### src/rtl/channel_err_injector_pkg.sv
// Shared types and constants for the channel error injector.
// Holds the FSM/mode enums, LFSR polynomial and counter width.
package channel_err_injector_pkg;

  localparam int CNT_W = 16;

  // Right-shift Galois form of x^16+x^14+x^13+x^11+1
  localparam logic [15:0] LFSR_TAPS = 16'hB400;

  typedef enum logic [1:0] {
    ST_IDLE   = 2'd0,
    ST_ACTIVE = 2'd1,
    ST_DONE   = 2'd2
  } state_t;

  typedef enum logic [1:0] {
    MODE_OFF      = 2'd0,
    MODE_PERIODIC = 2'd1,
    MODE_RANDOM   = 2'd2,
    MODE_SINGLE   = 2'd3
  } mode_t;

  function automatic logic [CNT_W-1:0] sat_add(input logic [CNT_W-1:0] a,
                                                input logic [CNT_W-1:0] b);
    logic [CNT_W:0] sum;
    sum = {1'b0, a} + {1'b0, b};
    return sum[CNT_W] ? {CNT_W{1'b1}} : sum[CNT_W-1:0];
  endfunction

endpackage

### src/rtl/channel_err_injector_lfsr.sv
// 16-bit Galois LFSR: steps once per advance pulse, clear reloads the seed.
// State is visible directly; consumers use the value before the step.
module err_lfsr16
  import channel_err_injector_pkg::*;
#(
  parameter logic [15:0] SEED = 16'hACE1
) (
  input  logic        clk,
  input  logic        rst,
  input  logic        clear,
  input  logic        advance,
  output logic [15:0] lfsr
);

  always_ff @(posedge clk or posedge rst) begin
    if (rst) begin
      lfsr <= SEED;
    end else if (clear) begin
      lfsr <= SEED;
    end else if (advance) begin
      lfsr <= (lfsr >> 1) ^ (lfsr[0] ? LFSR_TAPS : 16'h0000);
    end
  end

endmodule

### src/rtl/channel_err_injector.sv
// Symbol-stream error injector: periodic, random or single-shot bit flips
// inside a bounded run window; 1-cycle registered path, never stalls.
module channel_err_injector
  import channel_err_injector_pkg::*;
#(
  parameter int          W         = 2,
  parameter int          N         = 4,
  parameter int          BURST_LEN = 2,
  parameter int          WINDOW    = 256,
  parameter logic [15:0] LFSR_SEED = 16'hACE1
) (
  input  logic             clk,
  input  logic             rst,
  input  logic             valid_i,
  input  logic [W-1:0]     sym_i,
  input  logic [1:0]       mode_i,
  input  logic [W-1:0]     mask_i,
  input  logic [7:0]       rate_i,
  input  logic             start_i,
  input  logic             arm_i,
  input  logic             clear_i,
  output logic             valid_o,
  output logic [W-1:0]     sym_o,
  output logic [W-1:0]     err_mask_o,
  output logic [CNT_W-1:0] inj_count_o,
  output logic [CNT_W-1:0] bit_err_count_o,
  output logic [CNT_W-1:0] sym_count_o,
  output logic             busy_o
);

  localparam int THRESH = (1 << N) - BURST_LEN;

  if (BURST_LEN < 1 || BURST_LEN > (1 << N)) begin : g_bad_burst
    $error("BURST_LEN out of range 1..2**N");
  end
  if (WINDOW < 1 || WINDOW > 65535) begin : g_bad_window
    $error("WINDOW out of range 1..65535");
  end
  if (LFSR_SEED == 16'h0000) begin : g_bad_seed
    $error("LFSR_SEED must be non-zero");
  end

  state_t       state, state_nxt;
  logic         armed;
  logic [15:0]  lfsr;
  logic         accept;
  logic         restart;
  logic         corrupt;
  logic [W-1:0] mask_eff;

  // A clear in the same cycle as a symbol aborts the run before acceptance
  assign accept  = valid_i && (state == ST_ACTIVE) && !clear_i;
  assign restart = start_i && (state != ST_ACTIVE);
  assign busy_o  = (state == ST_ACTIVE);

  err_lfsr16 #(.SEED(LFSR_SEED)) u_lfsr (
    .clk     (clk),
    .rst     (rst),
    .clear   (clear_i),
    .advance (accept),
    .lfsr    (lfsr)
  );

  always_comb begin
    corrupt = 1'b0;
    if (accept) begin
      case (mode_t'(mode_i))
        MODE_PERIODIC: corrupt = (int'(sym_count_o[N-1:0]) >= THRESH);
        MODE_RANDOM:   corrupt = (lfsr[7:0] < rate_i);
        MODE_SINGLE:   corrupt = armed;
        default:       corrupt = 1'b0;
      endcase
    end
    mask_eff = corrupt ? mask_i : '0;
  end

  always_comb begin
    state_nxt = state;
    if (clear_i) begin
      state_nxt = ST_IDLE;
    end else begin
      case (state)
        ST_IDLE:   if (start_i) state_nxt = ST_ACTIVE;
        ST_ACTIVE: if (accept && sym_count_o == CNT_W'(WINDOW - 1)) state_nxt = ST_DONE;
        ST_DONE:   if (start_i) state_nxt = ST_ACTIVE;
        default:   state_nxt = ST_IDLE;
      endcase
    end
  end

  always_ff @(posedge clk or posedge rst) begin
    if (rst) state <= ST_IDLE;
    else     state <= state_nxt;
  end

  always_ff @(posedge clk or posedge rst) begin
    if (rst) begin
      sym_count_o     <= '0;
      inj_count_o     <= '0;
      bit_err_count_o <= '0;
    end else if (clear_i || restart) begin
      sym_count_o     <= '0;
      inj_count_o     <= '0;
      bit_err_count_o <= '0;
    end else if (accept) begin
      sym_count_o <= sat_add(sym_count_o, CNT_W'(1));
      if (corrupt) begin
        inj_count_o     <= sat_add(inj_count_o, CNT_W'(1));
        bit_err_count_o <= sat_add(bit_err_count_o, CNT_W'($countones(mask_i)));
      end
    end
  end

  // An arm pulse landing on the consuming symbol re-arms for the next one
  always_ff @(posedge clk or posedge rst) begin
    if (rst) begin
      armed <= 1'b0;
    end else if (clear_i || restart) begin
      armed <= 1'b0;
    end else begin
      if (corrupt && mode_t'(mode_i) == MODE_SINGLE) armed <= 1'b0;
      if (arm_i) armed <= 1'b1;
    end
  end

  always_ff @(posedge clk or posedge rst) begin
    if (rst) begin
      valid_o    <= 1'b0;
      sym_o      <= '0;
      err_mask_o <= '0;
    end else begin
      valid_o    <= valid_i;
      sym_o      <= sym_i ^ mask_eff;
      err_mask_o <= mask_eff;
    end
  end

endmodule

### config.mk
export PLATFORM = sky130hd
export DESIGN_NAME = channel_err_injector
export DESIGN_NICKNAME = d
export VERILOG_FILES = /design/src/rtl/channel_err_injector_pkg.sv /design/src/rtl/channel_err_injector_lfsr.sv /design/src/rtl/channel_err_injector.sv
export SDC_FILE = /design/constraint.sdc
export NUM_CORES = 1
export LEC_CHECK = 0
export CAP_MARGIN = 20
export CORE_ASPECT_RATIO = 0.75
export CORE_MARGIN = 8
export CORE_UTILIZATION = 60
export DETAILED_ROUTE_END_ITERATION = 8
export DONT_BUFFER_PORTS = 1
export PLACE_DENSITY_LB_ADDON = 0.2
export SLEW_MARGIN = 10
export SYNTH_ARGS = -nofsm -noshare
export SYNTH_HDL_FRONTEND = slang
export SYNTH_SLANG_ARGS = --single-unit
### constraint.sdc
create_clock -name clk -period 7 [get_ports clk]
set_input_delay 1.05 -clock clk [delete_from_list [all_inputs] [get_ports clk]]
set_output_delay 1.05 -clock clk [all_outputs]
set_load 0.01 [all_outputs]
After elaboration in Yosys (flattened, before gate mapping)
Cells that the tools add are included.
Widths: inputs -> output; s select.
- order comparisons: 2
- bitwise gates (word level): 2
- eq/ne operators: 9
- add/sub/neg operators: 4
- reductions and logical operators: 15
- multiplexer cells: 24
- operator list (cell ; count):
    $mux 16 ; 14
    $add 16x1->17 const B ; 2
    $add 16x2->17 ; 1
    $eq 16x8->1 const B ; 1
    $xor 15x16->16 ; 1
    $lt 8x8->1 ; 1
    $mux 2 ; 4
    $eq 2x2->1 const B ; 3
    $reduce_bool 2->1 ; 3
    $logic_and 1x1->1 ; 5
    $eq 2x1->1 const B ; 2
    $ge 4x4->1 const B ; 1
    $mux 1 ; 4
    $pmux 2 s2 ; 1
    $reduce_and 2->1 ; 2
    $ne 3x1->1 const B ; 1
    $ne 3x2->1 const B ; 1
    $pmux 1 s3 ; 1
    $reduce_bool 3->1 ; 1
    $add 1x1->2 ; 1
    $logic_not 2->1 ; 1
    $ne 2x1->1 const B ; 1
    $reduce_or 2->1 ; 1
    $xor 2x2->2 ; 1
    other kinds (2) ; 2
- bits in registers: 72
- input port bits: 20
- output and inout bits: 54

Longest topological paths before layout
- depth after elaboration: 8
- mapped depth: 10
- depth with buffers taken out: 9

Cells and area by module
Synthesis repeated with hierarchy kept, for this count alone.
- cells, all modules: 402
- area, all modules: 3873.7 um^2
- by module, submodules not included (module ; area each (um^2) ; instances ; cells an instance ; sequential area each (um^2)):
    channel_err_injector ; 3143.0 ; 1 ; 345 ; 1401.3
    err_lfsr16 ; 730.7 ; 1 ; 57 ; 410.4

Worst setup path after synthesis
OpenSTA, ideal clock, no wires.
- path type: input port to flip-flop
- start: in mask_i[0]
- end: reg bit_err_count_o[7]
- stages: 10
- slack: 3.926 ns
- setup time: 0.099 ns
- arrival time: 2.974 ns
- cell sequence: inv_1 > fa_1 > inv_1 > ha_1 > nand4_1 > or4_1 > buf_1 > o21ai_0 > a31oi_1 > a311oi_1
- word-level cells in the longest chain between the ends: 6
- RTL lines (element ; line ; source):
    from (decl) ; channel_err_injector.sv:17 ; input logic [W-1:0] mask_i,
    $add 1x1->2 (not written as such) ; channel_err_injector.sv:109 ; bit_err_count_o <= sat_add(bit_err_count_o, CNT_W'($countones(mask_i)));
    $add 16x2->17 ; channel_err_injector_pkg.sv:26 ; sum = {1'b0, a} + {1'b0, b};
    $mux 16 ; channel_err_injector_pkg.sv:27 ; return sum[CNT_W] ? {CNT_W{1'b1}} : sum[CNT_W-1:0];
    $mux 16 ; channel_err_injector.sv:107 ; if (corrupt) begin
    $mux 16 ; channel_err_injector.sv:105 ; end else if (accept) begin
    $mux 16 ; channel_err_injector.sv:101 ; end else if (clear_i || restart) begin
    to (signal assigned) ; channel_err_injector.sv:109 ;
    to (decl) ; channel_err_injector.sv:26 ; output logic [CNT_W-1:0] bit_err_count_o,
No other way between the ends. The select of a mux whose other input is x is not followed.
A chain may end at the register's enable or synchronous reset.

Worst setup path in the final report
- start: in valid_i
- end: reg bit_err_count_o[15]
- word-level cells in the longest chain between the ends: 5
- RTL lines (element ; line ; source):
    from (decl) ; channel_err_injector.sv:14 ; input logic valid_i,
    $logic_and 1x1->1 (*) (2 in series) ; channel_err_injector.sv:52 ; assign accept = valid_i && (state == ST_ACTIVE) && !clear_i;
    $mux 1 ; channel_err_injector.sv:66 ; if (accept) begin
    $reduce_bool 2->1 (no source line) ; -- ;
    $reduce_and 2->1 (no source line) (*) ; -- ;
Every way passes the cells marked *; elsewhere a longest branch is shown, timed or not.

==> flow_summary.json <==
{
  "num_antenna_cells": 0,
  "status": "complete, no violations",
  "critPathLaunchType": "primary input",
  "antenna_found_initial": 0,
  "utilization": 0.640,
  "grt_pass1_vias": 3123,
  "finalSetupTns_ns": 0,
  "final_cell_mix": "64 x dfrtp_1, 27 x nor2_1, 25 x nand2_1, 23 x o21ai_0, 22 x inv_1",
  "htreeDepth": 3,
  "overflow": 0,
  "setup_viol": 0,
  "max-slew-margin-rel": 0.323,
  "final_common_cell": "dfrtp_1",
  "vias": 3428,
  "max_cap_violations": 0,
  "hpwl_um": 6930,
  "cts_resized": 0,
  "cts_hold_buf": 0,
  "syn_to_final_growth_pct": 5.35,
  "insertion_delay_ns": 0.34,
  "wl_per_cell_um": 19.9,
  "hold_path_class": "flip-flop to flip-flop",
  "skew_ns": 0.00926,
  "drive_above_1_share": 0.0926,
  "grt_first_pass_wirelength_um": 16400,
  "ys_warn_count": 0,
  "syn-num-nets": 456,
  "cp_max_fo": 26,
  "fin_cells": 505,
  "netlist_area_um2": 4050,
  "globalplace.congestion": 0.899,
  "synth_edf_count": 0,
  "nNetsFinal": 448,
  "p_leak_uw": 0.00178,
  "num_rows": 26,
  "syn_inst": 424,
  "die-area_um2": 9660,
  "tritoncts": "done",
  "use_met2": 0.301,
  "cts_buffer_depth": 2,
  "power.density_nw_per_um2": 191,
  "wl_um": 10000,
  "io_pins": 74,
  "ys_ff_latch": 72,
  "post-route-period-util": 0.458,
  "rsz0062_at_grt": "no",
  "first_pass_iters": 5,
  "placed_cells": 488,
  "clk_pin_slew_ns": 0.08,
  "ys_async_sr_fraction": 1.00,
  "n_fill_cell": 554,
  "ant_nets": 0,
  "design.core.area_um2": 6670,
  "drc": 0,
  "end_kind": "flip-flop",
  "synth_cell_types": 58,
  "cts_buffers": 9,
  "initial_core_util": 0.607,
  "critPathKind": "primary input to flip-flop",
  "synth_ff_type": "dfrtp_1",
  "fmax_mhz": 312,
  "final_max_slew_viol_count": 0,
  "post_cts_buffers": 0,
  "seq_area_frac_synth": 0.447,
  "met3_usage": 0.0737,
  "cts_sinks": 72,
  "hold_viol": 0,
  "vdd_ir_drop_max_uv": 129,
  "die_y_um": 87.1,
  "min_period_ns": 3.20,
  "postSynthAreaPerCell_um2": 9.55,
  "root_buffer": "clkbuf_8",
  "busiest_layer": "met2",
  "die_x_um": 111,
  "use_met1": 0.280,
  "track_usage": 0.206,
  "worst_slew_pin_slew_ns": 1.02,
  "worstPathArrival_ns": 3.37,
  "critPathRequiredTime_ns": 7.17,
  "grt_max_degree": 50,
  "drtIter0Drc": 197,
  "io_buffers": 0,
  "vias_per_cell": 6.79
}
==> final timing paths <==
| check | from | to | slack (ns) | cells past startpoint |
|---|---|---|---|---|
| max in group asynchronous | rst | u_lfsr.lfsr[3] | 5.38 | 2 |
| worst max-delay path | valid_i | bit_err_count_o[15] | 3.80 | 6 |
| worst max register to register | state[1] | bit_err_count_o[15] | 3.92 | 7 |
| min in group asynchronous | rst | bit_err_count_o[15] | 0.61 | 1 |
| worst min-delay path | u_lfsr.lfsr[12] | u_lfsr.lfsr[12] | 0.50 | 2 |
| worst min register to register | u_lfsr.lfsr[12] | u_lfsr.lfsr[12] | 0.50 | 2 |
==> stage by stage <==
step                hold slack [ns]  setup slack (ns)  total power [uW]  cell area, um2
finish                        0.495              3.80               813            4270
global route                  0.523              3.56               841            4270
CTS                           0.500              3.85               820            4260
detailed placement            0.486              3.48               486            4060
global placement              0.476              3.58               484            4060
floorplan                     0.450              3.93               474            4050
==> Yosys cell counts (all sizes together) (13+ instances only) <==
library cell,count,area share
a211oi,13,0.024
a21oi,21,0.026
a31oi,17,0.026
and3,14,0.022
dfrtp,64,0.40
inv,24,0.022
nand2,25,0.023
nand3,18,0.022
nand4,13,0.020
nor2,28,0.028
nor3,14,0.019
o21ai,24,0.030
==> worst max-delay path, stage by stage <==
cell	delay, ns
nor2b_1	0.13
and2_1	0.78
o221ai_2	0.20
buf_4	0.27
nor2_1	0.71
a221oi_1	0.21
==> state kept, by name (all words and copies together), names as in the netlist <==
register,flops
sym_o,2
bit_err_count_o,16
valid_o,1
state,2
u_lfsr.lfsr,16
armed,1
sym_count_o,16
err_mask_o,2
inj_count_o,16
==> per-layer routing <==
| layer | share of wire | routed length, um |
|---|---|---|
| met1 | 0.46 | 4650 |
| met2 | 0.44 | 4400 |
| met3 | 0.084 | 847 |
| met4 | 0.014 | 137 |
| met5 | 0 | 0 |
==> cell type report <==
type	instances	area, um2	share of cell area
timing repair buffer	4	30.0	0.00704
sequential	72	1810	0.425
multi-input combinational	305	2030	0.476
clock buffer	13	159	0.0373
inverter	24	90.1	0.0211
clock inverter	3	40.0	0.00939
tap	84	105	0.0246
==> kinds of logic (layout without fill, tap and decap cells) <==
| group | after synthesis | in the layout | synth area share |
|---|---|---|---|
| xor gates and xnor gates | 5 | 5 | 0.0108 |
| muxes | 1 | 1 | 0.00247 |
| adders and majority gates | 12 | 12 | 0.0389 |
| DFF | 72 | 72 | 0.447 |
| and+or+nand+nor | 143 | 143 | 0.189 |
| buffers and inverters | 47 | 44 | 0.0513 |
| AOI/OAI and AO/OA | 144 | 144 | 0.260 |
==> where the power goes <==
part	total (uW)	switching [uW]	internal [uW]	leakage, uW
Clock	335	151	183	0.000103
Combinational	48.6	33.3	15.3	0.000711
Sequential	429	5.95	423	0.000968
No activity file was read; power rests on OpenSTA's default activity.
